File: config.mk
export PLATFORM = sky130hd
export DESIGN_NAME = alpha_col_packer
export DESIGN_NICKNAME = d
export VERILOG_FILES = /design/src/rtl/alpha_col_packer_pkg.sv /design/src/rtl/alpha_col_packer.sv
export SDC_FILE = /design/constraint.sdc
export NUM_CORES = 2
export LEC_CHECK = 0
export CAP_MARGIN = 5
export CORE_ASPECT_RATIO = 0.7
export CORE_MARGIN = 1
export CORE_UTILIZATION = 50
export CTS_BUF_LIST = sky130_fd_sc_hd__clkbuf_4 sky130_fd_sc_hd__clkbuf_8
export DETAILED_ROUTE_END_ITERATION = 8
export GPL_ROUTABILITY_DRIVEN = 1
export GPL_TIMING_DRIVEN = 0
export PLACE_DENSITY = 0.72
export SLEW_MARGIN = 20
export SYNTH_ARGS = -nofsm -noshare
export SYNTH_HDL_FRONTEND = slang
export SYNTH_SLANG_ARGS = --single-unit
File: constraint.sdc
create_clock -name clk -period 11.8 [get_ports clk]
set_clock_uncertainty 0.05 [all_clocks]
set_input_delay 2.36 -clock clk [delete_from_list [all_inputs] [get_ports clk]]
set_output_delay 2.36 -clock clk [all_outputs]
set_load 0.05 [all_outputs]
File: src/rtl/alpha_col_packer_pkg.sv
// Shared constants for the double-precision datapath and the column
// packer state encoding.
package alpha_col_packer_pkg;

  // Width of one IEEE-754 double on the stream.
  localparam int DBL_W = 64;

  // Default column geometry: doubles per alpha column, columns per frame.
  localparam int J_DEF = 14;
  localparam int I_DEF = 2;

  // FILL: collecting doubles 0..J-2 into the accumulator.
  // LAST: waiting to accept double J-1, gated by the output slot.
  typedef enum logic {
    ST_FILL = 1'b0,
    ST_LAST = 1'b1
  } pack_state_e;

endpackage

File: src/rtl/alpha_col_packer.sv
// Packs a stream of doubles into J-wide alpha columns, I columns per frame.
// The first double of a column lands in the most significant slot.
// Handshake: a beat moves on either port at a rising edge where valid and
// ready are both high; valid, data and last hold steady until that edge.
module alpha_col_packer
  import alpha_col_packer_pkg::*;
#(
  parameter int J = J_DEF,
  parameter int I = I_DEF
) (
  input  logic                 clk,
  input  logic                 rst_n,
  input  logic [DBL_W-1:0]     s_tdata,
  input  logic                 s_tvalid,
  output logic                 s_tready,
  input  logic                 s_tlast,
  output logic [J*DBL_W-1:0]   alpha_u_col,
  output logic                 alpha_u_col_tvalid,
  input  logic                 alpha_u_col_tready,
  output logic                 alpha_u_col_tlast,
  output logic                 frame_err
);

  localparam int J_WIDTH = $clog2(J) + 1;
  localparam int I_WIDTH = $clog2(I) + 1;
  localparam int ACC_W   = (J - 1) * DBL_W;

  pack_state_e          state_q, state_d;
  logic [J_WIDTH-1:0]   elem_cnt_q, elem_cnt_d;
  logic [I_WIDTH-1:0]   col_cnt_q, col_cnt_d;
  logic [ACC_W-1:0]     acc_q, acc_d;
  logic [J*DBL_W-1:0]   col_q, col_d;
  logic                 col_vld_q, col_vld_d;
  logic                 col_last_q, col_last_d;
  logic                 ferr_q, ferr_d;

  logic accept;
  logic at_last_col;

  assign accept      = s_tvalid && s_tready;
  assign at_last_col = (col_cnt_q == I_WIDTH'(I - 1));

  // Next-state, accumulator, output-slot and framing-error logic.
  always_comb begin
    state_d    = state_q;
    elem_cnt_d = elem_cnt_q;
    col_cnt_d  = col_cnt_q;
    acc_d      = acc_q;
    col_d      = col_q;
    // A handshake frees the slot; a load below overrides this.
    col_vld_d  = col_vld_q && !alpha_u_col_tready;
    col_last_d = col_last_q && !alpha_u_col_tready;
    ferr_d     = 1'b0;
    s_tready   = 1'b1;

    case (state_q)
      ST_FILL: begin
        s_tready = 1'b1;
        if (accept) begin
          if (s_tlast) begin
            // Early end of frame: drop the partial column and resync.
            elem_cnt_d = '0;
            col_cnt_d  = '0;
            ferr_d     = 1'b1;
          end else begin
            acc_d[(J - 2 - int'(elem_cnt_q)) * DBL_W +: DBL_W] = s_tdata;
            elem_cnt_d = elem_cnt_q + J_WIDTH'(1);
            if (elem_cnt_q == J_WIDTH'(J - 2)) begin
              state_d = ST_LAST;
            end
          end
        end
      end
      ST_LAST: begin
        // The final double completes the column, so it may only be taken
        // when the output slot is free or draining this cycle.
        s_tready = !col_vld_q || alpha_u_col_tready;
        if (accept) begin
          state_d    = ST_FILL;
          elem_cnt_d = '0;
          if (s_tlast && !at_last_col) begin
            col_cnt_d = '0;
            ferr_d    = 1'b1;
          end else begin
            col_d      = {acc_q, s_tdata};
            col_vld_d  = 1'b1;
            col_last_d = at_last_col;
            col_cnt_d  = at_last_col ? '0 : col_cnt_q + I_WIDTH'(1);
            // Missing tlast on the last column still closes the frame.
            ferr_d     = at_last_col && !s_tlast;
          end
        end
      end
      default: begin
        state_d = ST_FILL;
      end
    endcase
  end

  // State, counters, accumulator and output registers.
  always_ff @(posedge clk or negedge rst_n) begin
    if (!rst_n) begin
      state_q    <= ST_FILL;
      elem_cnt_q <= '0;
      col_cnt_q  <= '0;
      acc_q      <= '0;
      col_q      <= '0;
      col_vld_q  <= 1'b0;
      col_last_q <= 1'b0;
      ferr_q     <= 1'b0;
    end else begin
      state_q    <= state_d;
      elem_cnt_q <= elem_cnt_d;
      col_cnt_q  <= col_cnt_d;
      acc_q      <= acc_d;
      col_q      <= col_d;
      col_vld_q  <= col_vld_d;
      col_last_q <= col_last_d;
      ferr_q     <= ferr_d;
    end
  end

  assign alpha_u_col        = col_q;
  assign alpha_u_col_tvalid = col_vld_q;
  assign alpha_u_col_tlast  = col_last_q;
  assign frame_err          = ferr_q;

endmodule

Word level (Yosys, flattened, before mapping):

Index checks and enable logic that the tools add are counted.
Widths: inputs -> output; s select.

* shift-type cells: 2
* add/sub/neg operators: 4
* $mul: 0
* eq/ne operators: 5
* bitwise logic cells: 3
* magnitude comparators: 0
* reductions and logical operators: 14
* muxes and demuxes: 28
* divide/modulo/power cells: 0

Operator list (number)
* $bwmux 832: 1
* $shift 64x33->832 const A: 1
* $shiftx 64x33->832: 1
* $neg 12->33: 1
* $mux 5: 3
* $mux 1: 14
* $mux 2: 5
* $pmux 5 s2: 1
* $reduce_and 3->1: 3
* $pmux 1 s2: 3
* $sub 4x5->6 const A: 1
* $add 5x1->5 const B: 1
* $eq 5x4->1 const B: 1
* $logic_and 1x1->1: 5
* $logic_not 1->1: 4
* $ne 2x2->1 const B: 2
* $pmux 2 s2: 1
* $not 1->1: 3
* $add 2x1->2 const B: 1
* $eq 2x1->1 const B: 1
* $ne 2x1->1 const B: 1
* $reduce_and 2->1: 1
* $logic_or 1x1->1: 1

* flip-flop bits (word level): 1739
* memories kept: 0
* latch bits: 0
* word-level logic and storage cells: 64
* RAM bits: 0
* memory bits (read-only): 0

Depth between registers and ports, before layout:

* depth in word-level cells: 6
* mapped depth: 17
* mapped depth without buffers: 13

Least setup slack after synthesis:

No wires, ideal clock.

* kind: in2out
* start: input alpha_u_col_tready
* end: output s_tready
* arrival time: 2843 ps
* stages: 1
* slack: 6547 ps
* cell sequence: nand3b_1

* longest elaborated chain between the ends: 2

Ends and longest elaborated chain
* start: declaration: line alpha_col_packer.sv:19 `input logic alpha_u_col_tready,`
* $logic_or 1x1->1: line alpha_col_packer.sv:77 `s_tready = !col_vld_q || alpha_u_col_tready;`
* $pmux 1 s2: line alpha_col_packer.sv:56 `case (state_q)`
* end: declaration: line alpha_col_packer.sv:15 `output logic s_tready,`

Every way passes these cells.

Worst setup path in the final report:

Same ends and word-level chain as after synthesis.

==> reports/qor.txt <==
Crit-path slowest cell = clkdlybuf4s50_1
status = finished, final reports clean
Slew @ Worst Pin = 1.27 ns
number of synthesized register bits = 1739
Setup crit start kind = primary input
Post-CTS Hold Buffers = 0
number of global-route vias before repair = 44100
Synth Cell Area = 66700 µm²
EDFF count, synth = 0
crit path DAT = 3.94 ns
GRT Util Overall = 0.315
Clk Latency, worst-skew pair = 1.00 ns
Critical Path Fanout Max = 3
Setup TNS = 0 ns
fin crit period = 6.35 ns
Top delay family on crit path = buffers and inverters
Vias/cell = 5.52
met2 usage = 0.489
Final ANT Viol Nets = 0
dominant cell type by area after synthesis = dfrtp_1
final instance area = 84600 µm²
Mapped Cells = 4692
max capacitance violation total = 0
Die W = 438 µm
Fin. Hold Viols = 0
distinct cell type count of the synthesized netlist = 50
area grow syn2layout = 27.0%
CTS Sinks = 1739
worst vdd ir = 105 µV
Initial DRC Count = 3278
crit-path cells = clkdlybuf4s50_1 > nand3b_1 > clkdlybuf4s50_1
first-pass GRT wire length = 307 mm
syn_area_per_cell = 14.2 µm²
IO Port Bufs = 968
nets = 6048
Core Region = 132000 µm²
placed inst area = 79200 µm²
fin crit share = 0.538
Wirelength per Cell = 26.9 µm
DRC Markers = 0
CTS root buf = clkbuf_8
Max Root-Sink Buffers = 4
Most Used Layer, Global Route = met2
Starting Density = 0.507
grt ovf = 0
GR Util met1 = 0.424
M3 GR Usage = 0.0733
H-tree Lvls = 5
placer congestion estimate = 0.866
CTS tree = done
Worst Hold Class = reg -> reg
fin util = 0.643
critical path capture point type = primary output
initial antenna violation count = 13
Max Clk Rate = 157 MHz
relative slew slack = 0.153
Yosys top cell area share = 0.653
PwrDens = 162 nW/µm²
yosys warns = 0
Top cell by count, worst path = clkdlybuf4s50_1
Mapped Nets = 4770
number of fillers in the final layout = 9966
drt total wl = 212 mm
final setup vio count = 0
Synth area leaders = dfrtp_1 65%, mux2_2 22%, o21ai_0 2.5%
Post-CTS Setup Repair Bufs = 0
critical path class = in -> out
Slew Limit Fails = 0
pre-CTS WS = 5.46 ns
HPWL Detailed = 156 mm
Buf/Inv on CP = 2
RSZ-0062 raised after global routing = false
DR pass1 iterations = 6
CTS resizes = 0
DR vias = 43600
Fin Hold WS = 0.413 ns
Post-synth ARST share = 1.00
clk slew on worst S/H paths = 0.07 ns
leak pwr = 0.0409 µW
site row count = 111
Post-synth top flop = dfrtp_1
Seq/Total Area, Yosys = 0.653
final setup margin = 5.45 ns
pin count of the biggest net entering global routing = 152
Vert. Die Dim = 307 µm
die area = 135000 µm²
cts bufs inserted = 280
fraction of layout cells with a size suffix above 1 = 0.304
CP required = 9.39 ns
slowest stage delay, CP = 0.91 ns
num ports = 969
-- worst register-to-register path, cell delays in order (launching register included) --
cell	delay [ns]
dfrtp_1	0.43
buf_2	0.25
inv_1	0.16
ha_1	0.41
buf_1	0.47
nor3_1	0.16
o21ai_0	0.16
inv_1	0.08
ha_1	0.22
or4b_2	0.64
nor4_1	0.63
o2111ai_1	0.31
clkbuf_1	0.55
clkbuf_1	0.64
nand2_1	0.20
o21ai_0	0.11
-- state kept, by name (all words and copies together), names as in the netlist --
name / count
alpha_u_col: 896
acc_q: 832
elem_cnt_q: 5
col_cnt_q: 2
alpha_u_col_tlast: 1
alpha_u_col_tvalid: 1
frame_err: 1
state_q: 1
-- report_power, final --
| group | switching [µW] | total (µW) | internal, µW | leakage (µW) |
|---|---|---|---|---|
| Combinational | 820 | 1420 | 604 | 0.0145 |
| Sequential | 360 | 7080 | 6720 | 0.0235 |
| Clock | 2330 | 5180 | 2850 | 0.00290 |
| Total | 3510 | 13700 | 10200 | 0.0409 |
-- metal layers --
metal	wire, µm	part of all wire
met5	0	0
met4	10100	0.048
met1	89000	0.42
met3	14100	0.066
met2	99100	0.47
-- area by class of cell --
class / count / area (µm²) / share of cell area
Sequential cell: 1739 / 43500 / 0.514
Buffer: 284 / 1220 / 0.0145
Inverter: 71 / 267 / 0.00315
Multi-Input combinational cell: 2598 / 21700 / 0.256
Timing Repair Buffer: 996 / 10300 / 0.121
Tap cell: 1751 / 2190 / 0.0259
Clock inverter: 23 / 155 / 0.00183
Antenna cell: 9 / 22.5 / 0.000266
Clock buffer: 425 / 5290 / 0.0625
-- Yosys cell counts (2+ instances only) --
master and number:
buf_2 42, nand4_1 2, buf_1 6, nand4b_1 2, mux2_2 1310, ha_1 9
nor2_1 240, or4_1 2, buf_6 12, nand2b_1 66, nor3_1 7, or3_1 5
clkbuf_1 224, nor2b_1 67, nand3_1 5, mux2_1 34, o21a_1 3, a2111oi_4 4
a21oi_2 2, o211ai_1 66, inv_1 71, o21ai_0 330, nand3b_1 2, nand2_1 341
a21oi_1 3, mux2i_1 64, dfrtp_1 1739, xor2_1 2, and2_1 2, o2111ai_1 3
xnor2_1 8
-- kinds of logic after synthesis --
| kind of cell | after synthesis | share of synthesized area |
|---|---|---|
| fa+ha+maj | 9 | 0.00169 |
| simple gates | 754 | 0.0495 |
| mux | 1408 | 0.237 |
| xor+xnor | 10 | 0.00131 |
| compound gates | 417 | 0.0359 |
| flops | 1739 | 0.653 |
| buf+inv | 355 | 0.0221 |
-- layout by cell type, fill, tap and decap left out, types with 16 or more instances in the layout --
cell	synthesis	routed
inv_1	71	71
clkbuf_1	224	211
buf_16	0	16
dfrtp_1	1739	1739
mux2i_1	64	64
nand2b_1	66	66
clkdlybuf4s50_1	0	967
nor2b_1	67	67
clkinv_2	0	16
buf_2	42	42
o211ai_1	66	66
clkbuf_8	0	335
nand2_1	341	339
mux2_2	1310	1310
o21ai_0	330	330
nor2_1	240	240
mux2_1	34	34
clkbuf_4	0	90
-- through the flow --
step | total power (µW) | cells
global placement | 8630 | 7411
global route | 14300 | 7890
CTS | 13800 | 7887
finish | 13700 | 7896
floorplan | 7990 | 4692
detailed placement | 8620 | 7439
-- path summary, 6_finish.rpt --
kind,start,endpoint,slack (ns),cells after the start
worst max-delay path,alpha_u_col_tready,s_tready,5.45,3
worst min-delay path,acc_q[8]$_DFFE_PN0P_,alpha_u_col[72]$_DFFE_PN0P_,0.41,1
worst max register to register,elem_cnt_q[0]$_DFFE_PN0P_,acc_q[106]$_DFFE_PN0P_,6.18,15
worst min register to register,acc_q[8]$_DFFE_PN0P_,alpha_u_col[72]$_DFFE_PN0P_,0.41,1
max in group asynchronous,rst_n,acc_q[584]$_DFFE_PN0P_,6.67,6
min in group asynchronous,rst_n,alpha_u_col[222]$_DFFE_PN0P_,1.24,1
Note: power is estimated with default switching activity, not from simulation.
